`src/rtl/seq_div_ctrl_if.sv`:
```
// Requester handshake and shared add/sub datapath signals for the sequential divider.
// slave = divider controller, master = requester plus the attached add/sub unit.
interface seq_div_ctrl_if #(
    parameter int unsigned WIDTH = 4
);
    // requester side
    logic             start;
    logic [WIDTH-1:0] dividend;
    logic [WIDTH-1:0] divisor;
    logic             busy;
    logic             done;
    logic [WIDTH-1:0] quotient;
    logic [WIDTH-1:0] remainder;
    logic             div_by_zero;

    // add/sub datapath side
    logic [WIDTH-1:0] as_a;
    logic [WIDTH-1:0] as_b;
    logic             as_ctrl;
    logic [WIDTH-1:0] as_s;
    logic             as_cout;

    modport slave (
        input  start, dividend, divisor, as_s, as_cout,
        output busy, done, quotient, remainder, div_by_zero,
        output as_a, as_b, as_ctrl
    );

    modport master (
        output start, dividend, divisor, as_s, as_cout,
        input  busy, done, quotient, remainder, div_by_zero,
        input  as_a, as_b, as_ctrl
    );
endinterface

```
`src/rtl/seq_div_ctrl.sv`:
```
// Restoring divider controller: one trial subtraction per cycle on an external add/sub unit.
// Produces quotient/remainder after WIDTH iterations; divisor 0 short-circuits to DONE.
module seq_div_ctrl #(
    parameter int unsigned WIDTH = 4
) (
    input  logic               clk,
    input  logic               rst,
    seq_div_ctrl_if.slave      bus
);
    localparam int unsigned CW = $clog2(WIDTH);

    typedef enum logic [1:0] {
        S_IDLE = 2'd0,
        S_ITER = 2'd1,
        S_DONE = 2'd2
    } state_t;

    state_t           r_state;
    logic [WIDTH-1:0] r_rem;
    logic [WIDTH-1:0] r_quo;
    logic [WIDTH-1:0] r_dsr;
    logic [CW-1:0]    r_cnt;

    logic             r_busy;
    logic             r_done;
    logic [WIDTH-1:0] r_quotient;
    logic [WIDTH-1:0] r_remainder;
    logic             r_div_by_zero;

    logic [WIDTH-1:0] w_trial;
    logic             w_msb;
    logic             w_accept;
    logic [WIDTH-1:0] w_rem_next;
    logic [WIDTH-1:0] w_quo_next;
    logic             w_last;

    // Shift next dividend bit into the partial remainder; a set msb means the
    // shifted value already exceeds any WIDTH-bit divisor, so the subtraction is taken.
    assign w_trial    = {r_rem[WIDTH-2:0], r_quo[WIDTH-1]};
    assign w_msb      = r_rem[WIDTH-1];
    assign w_accept   = bus.as_cout | w_msb;
    assign w_rem_next = w_accept ? bus.as_s : w_trial;
    assign w_quo_next = {r_quo[WIDTH-2:0], w_accept};
    assign w_last     = (r_cnt == CW'(WIDTH - 1));

    // Add/sub operands come from registered state only.
    always_comb begin
        bus.as_a    = '0;
        bus.as_b    = '0;
        bus.as_ctrl = 1'b0;
        if (r_state == S_ITER) begin
            bus.as_a    = w_trial;
            bus.as_b    = r_dsr;
            bus.as_ctrl = 1'b1;
        end
    end

    // Control FSM with registered handshake and result outputs.
    always_ff @(posedge clk) begin
        if (rst) begin
            r_state       <= S_IDLE;
            r_rem         <= '0;
            r_quo         <= '0;
            r_dsr         <= '0;
            r_cnt         <= '0;
            r_busy        <= 1'b0;
            r_done        <= 1'b0;
            r_quotient    <= '0;
            r_remainder   <= '0;
            r_div_by_zero <= 1'b0;
        end else begin
            r_done <= 1'b0;
            unique case (r_state)
                S_IDLE: begin
                    if (bus.start) begin
                        if (bus.divisor == '0) begin
                            r_quotient    <= '1;
                            r_remainder   <= bus.dividend;
                            r_div_by_zero <= 1'b1;
                            r_done        <= 1'b1;
                            r_busy        <= 1'b1;
                            r_state       <= S_DONE;
                        end else begin
                            r_rem   <= '0;
                            r_quo   <= bus.dividend;
                            r_dsr   <= bus.divisor;
                            r_cnt   <= '0;
                            r_busy  <= 1'b1;
                            r_state <= S_ITER;
                        end
                    end
                end
                S_ITER: begin
                    r_rem <= w_rem_next;
                    r_quo <= w_quo_next;
                    r_cnt <= r_cnt + CW'(1);
                    if (w_last) begin
                        r_quotient    <= w_quo_next;
                        r_remainder   <= w_rem_next;
                        r_div_by_zero <= 1'b0;
                        r_done        <= 1'b1;
                        r_state       <= S_DONE;
                    end
                end
                S_DONE: begin
                    r_busy  <= 1'b0;
                    r_state <= S_IDLE;
                end
                default: begin
                    r_busy  <= 1'b0;
                    r_state <= S_IDLE;
                end
            endcase
        end
    end

    assign bus.busy        = r_busy;
    assign bus.done        = r_done;
    assign bus.quotient    = r_quotient;
    assign bus.remainder   = r_remainder;
    assign bus.div_by_zero = r_div_by_zero;
endmodule

```
`src/flat_wrapper.sv`:
```
// flat-port wrapper written by rule: the top's interface ports become plain ports
module seq_div_ctrl_flat 
#(
    parameter int unsigned WIDTH = 4
)
  (clk, rst, bus_start, bus_dividend, bus_divisor, bus_as_s, bus_as_cout, bus_busy, bus_done, bus_quotient, bus_remainder, bus_div_by_zero, bus_as_a, bus_as_b, bus_as_ctrl);
  seq_div_ctrl_if #(.WIDTH(WIDTH)) bus_i ();
  input  logic clk;
  input  logic rst;
  input wire logic [$bits(bus_i.start)-1:0] bus_start;
  input wire logic [$bits(bus_i.dividend)-1:0] bus_dividend;
  input wire logic [$bits(bus_i.divisor)-1:0] bus_divisor;
  input wire logic [$bits(bus_i.as_s)-1:0] bus_as_s;
  input wire logic [$bits(bus_i.as_cout)-1:0] bus_as_cout;
  output wire logic [$bits(bus_i.busy)-1:0] bus_busy;
  output wire logic [$bits(bus_i.done)-1:0] bus_done;
  output wire logic [$bits(bus_i.quotient)-1:0] bus_quotient;
  output wire logic [$bits(bus_i.remainder)-1:0] bus_remainder;
  output wire logic [$bits(bus_i.div_by_zero)-1:0] bus_div_by_zero;
  output wire logic [$bits(bus_i.as_a)-1:0] bus_as_a;
  output wire logic [$bits(bus_i.as_b)-1:0] bus_as_b;
  output wire logic [$bits(bus_i.as_ctrl)-1:0] bus_as_ctrl;
  assign bus_i.start = bus_start;
  assign bus_i.dividend = bus_dividend;
  assign bus_i.divisor = bus_divisor;
  assign bus_i.as_s = bus_as_s;
  assign bus_i.as_cout = bus_as_cout;
  assign bus_busy = bus_i.busy;
  assign bus_done = bus_i.done;
  assign bus_quotient = bus_i.quotient;
  assign bus_remainder = bus_i.remainder;
  assign bus_div_by_zero = bus_i.div_by_zero;
  assign bus_as_a = bus_i.as_a;
  assign bus_as_b = bus_i.as_b;
  assign bus_as_ctrl = bus_i.as_ctrl;
  seq_div_ctrl #(.WIDTH(WIDTH)) u_core (.clk(clk), .rst(rst), .bus(bus_i));
endmodule
```
`config.mk`:
```
export PLATFORM = sky130hd
export DESIGN_NAME = seq_div_ctrl_flat
export DESIGN_NICKNAME = d
export VERILOG_FILES = /design/src/rtl/seq_div_ctrl_if.sv /design/src/rtl/seq_div_ctrl.sv /design/src/flat_wrapper.sv
export SDC_FILE = /design/constraint.sdc
export NUM_CORES = 1
export LEC_CHECK = 0
export ABC_AREA = 1
export CAP_MARGIN = 20
export CELL_PAD_IN_SITES_DETAIL_PLACEMENT = 1
export CELL_PAD_IN_SITES_GLOBAL_PLACEMENT = 1
export CORE_MARGIN = 3
export CORE_UTILIZATION = 34
export DETAILED_ROUTE_END_ITERATION = 8
export PLACE_DENSITY_LB_ADDON = 0.05
export SETUP_SLACK_MARGIN = 0.2
export SLEW_MARGIN = 40
export SYNTH_ARGS = -nofsm -noshare
export SYNTH_HDL_FRONTEND = slang
export SYNTH_SLANG_ARGS = --single-unit
```
`constraint.sdc`:
```
create_clock -name clk -period 3 [get_ports clk]
set_clock_uncertainty 0.15 [all_clocks]
set_input_delay 0.75 -clock clk [delete_from_list [all_inputs] [get_ports clk]]
set_output_delay 0.75 -clock clk [all_outputs]
set_load 0.02 [all_outputs]
```
==> results of run 1 <==
[metal layers]
| metal | track usage | vias up |
|---|---|---|
| met1 | 0.225 | 587 |
| met3 | 0.0238 | 4 |
| met5 | 0 | - |
| met2 | 0.273 | 24 |
| met4 | 0.0457 | 0 |
| li1 | - | 650 |
[state kept, by name (all words and copies together) (netlist names)]
| signal | cells |
|---|---|
| u_core.bus.quotient | 4 |
| u_core.r_rem | 4 |
| u_core.bus.busy | 1 |
| u_core.r_dsr | 4 |
| u_core.r_quo | 4 |
| u_core.bus.done | 1 |
| u_core.r_cnt | 2 |
| u_core.bus.div_by_zero | 1 |
| u_core.r_state | 2 |
| u_core.bus.remainder | 4 |
[stage by stage]
step / setup WS [ns] / utilization / power [mW] / hold WS, ns
final: 0.364 / 0.485 / 0.814 / 0.304
after global routing: 0.230 / 0.485 / 0.864 / 0.326
after CTS: 0.250 / 0.485 / 0.825 / 0.307
after detailed placement: 0.647 / 0.477 / 0.667 / 0.287
after global placement: 0.646 / 0.477 / 0.660 / 0.286
after floorplan: 1.13 / - / 0.568 / 0.295
[cells by family after synthesis]
group	count (synthesis)
flip-flops	27
AO/OA/AOI/OAI	26
buffers and inverters	31
AND/OR/NAND/NOR	100
adder cells (fa/ha/maj)	1
[Yosys cell counts, drive strengths merged]
library cell,instances
nor2,44
nand2,40
dfxtp,27
inv,26
a21oi,15
nand3,11
o21ai,9
nand4,4
buf,3
clkbuf,2
a22oi,1
ha,1
nor3,1
o211ai,1
[power by group]
group          switching [mW]  total (mW)  internal (mW)
sequential             0.0228       0.419          0.396
combinational           0.139       0.238         0.0991
clock                   0.105       0.157         0.0521
[path summary, 6_finish.rpt]
path | slack [ns] | cells after the start | endpoint
hold / removal | 0.30 | 2 | u_core.bus.quotient[0]$_SDFFE_PP0P_
setup reg to reg | 1.41 | 8 | u_core.bus.remainder[1]$_SDFFE_PP0P_
setup / recovery | 0.36 | 4 | bus_as_b[3]
hold reg to reg | 0.30 | 2 | u_core.bus.quotient[0]$_SDFFE_PP0P_
[repair_timing]
item / in CTS / in global routing
hold buffers: 0 / 0
resized for setup: 0 / 1
endpoints found under the setup margin: 0 / 8
[area by class of cell]
cell class	count	share of cell area
well taps	46	0.0347
clock buffers	4	0.0159
flip-flops and latches	27	0.327
repair buffers	37	0.221
multi-input cells	127	0.343
inverters	26	0.0589
[worst max-delay path: stages, from the launching register on]
cell	delay, ns
dfxtp_1	0.38
inv_2	0.13
nand2_4	0.15
nor2_1	0.13
clkdlybuf4s50_1	0.61
==> impl_metrics.ini, run 1 <==
[cells_and_area]
diodes = 0
final_cell_area_um2 = 1660
nets = 239
multi_input_area_um2 = 568
regArea_um2 = 542
drive_gt1_frac = 0.0588
fillers = 482
final_cell_count_no_fill = 267
synthToLayoutAreaGrowth_pct = 34.3
final_common_cell = nor2_1
final_cell_mix = nor2_1, nand2_1, clkdlybuf4s50_1

[global_routing]
antenna_found_initial = 0
grt-ovfl-total = 0
grt_usage = 0.166
grt_pass1_wl_um = 5750
grt_pass1_vias = 1234
grt_max_degree = 19

[route]
vias = 1265
drc_errors = 0
wl_um = 3370
ant_nets = 0
firstDrtPassIters = 4
dr_wl_met3_um = 126
routed.top_layer = met4
wl_per_cell_um = 12.6
drtIter0Drc = 53
avgViaCountPerCell = 4.74
met1_length_um = 1680
wl_met2_um = 1530

[synthesis]
yosys.area_share.simple = 0.341
synth_xor_area_frac = 0
syn-instance-count = 185
synthTopCellsByArea = dfxtp_1, nor2_1, nand2_1
yosysTopAreaCellShare = 0.438
ys_seq_area_frac = 0.438
synth.avg_cell_area_um2 = 6.67
ys_ff_latch = 27
synth_adder_area_share = 0.0101
synth.distinct_cells = 20
synth_area_um2 = 1230
syn-num-nets = 202
yosys.area.top_type = dfxtp_1
synthMuxAreaShare = 0
yosysWarningCount = 0
synth_compound_area_frac = 0.110
synth_top_family_by_area = simple AND/OR/NAND/NOR gates

[sta]
maxSlewViolCount = 0
tns_ns = 0
fin_crit_sh = 0.879
rsz0062_at_grt = false
hold_viol_final = 0
worst_pin_slew_ns = 0.504
fin_crit_ns = 2.64
max_freq_mhz = 379
finalSetupViolCount = 0
max_slew_margin = 0.664

[clocking]
cts_root_buf = clkbuf_4
cts_buffer_depth = 2
clkTransAtPathRegs_ns = 0.15
htreeDepth = 1
cts_tree = yes
clock_sinks = 27
cts_buffers = 3
insertion_delay_ns = 0.33
post-cts-setup-buffer-count = 0

[die]
die_h_um = 66.2
pin_count = 36
rows = 21
start_util = 0.361
coreArea_um2 = 3420
fp.dieW_um = 66.2
die_area_um2 = 4390

[placement]
port-buffer-count = 35
placed_cells = 263
place_area_um2 = 1630
hpwl_um = 2670
gp_congestion = 0.811

[setup_path]
crit_required_ns = 2.10
arrival_ns = 1.74
startpoint_type = flop
worstSetupStartpoint = u_core.r_state[1]$_SDFFE_PP0P_
path_max_fanout = 18
r2r-start = u_core.r_state[1]$_SDFFE_PP0P_
worst_setup_path_end_kind = primary output
criticalPathCategory = reg -> out

[outcome]
status = finished clean

[hold_path]
hp-class = reg -> reg
min_from = u_core.bus.quotient[0]$_SDFFE_PP0P_

[pwr]
p_leak_nw = 0.733
peakVddDrop_mv = 0.220
powerDensity_nw_per_um2 = 491

[job]
drv_cap = 0
Power figures use the tool's default switching activity.
==> inputs of run 2 (changes only) <==
- MAX_ROUTING_LAYER: not set -> met4
==> impl_metrics.ini, run 2 (synthesized netlist as in run 1, its figures left out) <==
[die]
die_h_um = 66.2
fp.dieW_um = 66.2
rows = 21
die_area_um2 = 4390
pin_count = 36
start_util = 0.361
coreArea_um2 = 3420

[pwr]
p_leak_nw = 0.733
peakVddDrop_mv = 0.220
powerDensity_nw_per_um2 = 492

[clocking]
clock_sinks = 27
cts_buffer_depth = 2
cts_buffers = 3
cts_tree = yes
cts_hold_buf = 0
clkTransAtPathRegs_ns = 0.14
insertion_delay_ns = 0.33
cts_root_buf = clkbuf_4
htreeDepth = 1

[route]
met1_length_um = 1670
wl_per_cell_um = 12.6
ant_nets = 0
firstDrtPassIters = 4
vias = 1264
wl_um = 3360
dr_wl_met3_um = 129
drtIter0Drc = 50
wl_met2_um = 1520
drc_errors = 0
avgViaCountPerCell = 4.73
routed.top_layer = met4

[sta]
worst_pin_slew_ns = 0.502
fin_crit_sh = 0.878
maxSlewViolCount = 0
fin_crit_ns = 2.63
setup_slack_ns = 0.365
max_freq_mhz = 380
hold_viol_final = 0
max_slew_margin = 0.665
finalSetupViolCount = 0
tns_ns = 0
rsz0062_at_grt = false

[setup_path]
arrival_ns = 1.73
crit_required_ns = 2.10
worstSetupStartpoint = u_core.r_state[1]$_SDFFE_PP0P_
path_max_fanout = 18
criticalPathCategory = reg -> out
worst_setup_path_end_kind = primary output
startpoint_type = flop
r2r-start = u_core.r_state[1]$_SDFFE_PP0P_

[placement]
port-buffer-count = 35
hpwl_um = 2670
place_ws_ns = 0.647
gp_congestion = 0.823
place_area_um2 = 1630

[cells_and_area]
fillers = 482
drive_gt1_frac = 0.0588
final_common_cell = nor2_1
synthToLayoutAreaGrowth_pct = 34.3
nets = 239
final_cell_mix = nor2_1, nand2_1, clkdlybuf4s50_1
diodes = 0
final_cell_area_um2 = 1660

[global_routing]
grt-ovfl-total = 0
grt_usage = 0.170
grt_max_degree = 19
grt_pass1_vias = 1235
antenna_found_initial = 0
grt_pass1_wl_um = 5750

[hold_path]
hp-class = reg -> reg
min_from = u_core.bus.quotient[0]$_SDFFE_PP0P_

[job]
drv_cap = 0

[outcome]
status = finished clean
[run 2: final cells by class]
| type | instances | area, µm² | area share |
|---|---|---|---|
| clock buffers | 4 | 26.3 | 0.0159 |
| inverters | 26 | 97.6 | 0.0589 |
| multi-input cells | 127 | 568 | 0.343 |
| flip-flops and latches | 27 | 542 | 0.327 |
| well taps | 46 | 57.6 | 0.0347 |
| repair buffers | 37 | 365 | 0.221 |
[run 2: metal layers]
metal | GRT usage | vias up
met5 | - | -
met4 | 0.0457 | 0
met3 | 0.0238 | 5
met2 | 0.273 | 24
met1 | 0.225 | 586
li1 | - | 649
[run 2: per-stage QoR]
step | power [mW] | cells | hold slack, ns | utilization
6_report | 0.814 | 267 | 0.304 | 0.485
5_1_grt | 0.864 | 267 | 0.326 | 0.485
4_1_cts | 0.825 | 267 | 0.307 | 0.485
3_5_place_dp | 0.667 | 263 | 0.287 | 0.477
3_3_place_gp | 0.660 | 263 | 0.286 | 0.477
2_1_floorplan | 0.568 | 185 | 0.295 | -
[run 2: final timing paths]
check,to,slack (ns),cells past startpoint
worst min-delay path,u_core.bus.quotient[0]$_SDFFE_PP0P_,0.30,2
worst min register to register,u_core.bus.quotient[0]$_SDFFE_PP0P_,0.30,2
worst max register to register,u_core.bus.remainder[1]$_SDFFE_PP0P_,1.41,8
worst max-delay path,bus_as_b[3],0.37,4
[run 2: critical path, stage by stage, from the launching register on]
cell             delay (ns)
dfxtp_1                0.38
inv_2                  0.13
nand2_4                0.15
nor2_1                 0.13
clkdlybuf4s50_1        0.61
[run 2: power by group]
| part | internal, mW | total (mW) | switching [mW] |
|---|---|---|---|
| Combinational | 0.0991 | 0.238 | 0.139 |
| Clock | 0.0521 | 0.158 | 0.105 |
| Sequential | 0.396 | 0.419 | 0.0228 |
| Total | 0.547 | 0.814 | 0.267 |
[run 2: repair_timing]
action | 4_1_cts | 5_1_grt
endpoints found under the setup margin | 0 | 8
resized for setup | 0 | 1
setup buffers | 0 | 0
==> inputs of run 3 (changes only) <==
- ABC_CLOCK_PERIOD_IN_PS: not set -> 3000
==> results of run 3 <==
Final layout, timing and power as in run 2 (identical DEF).
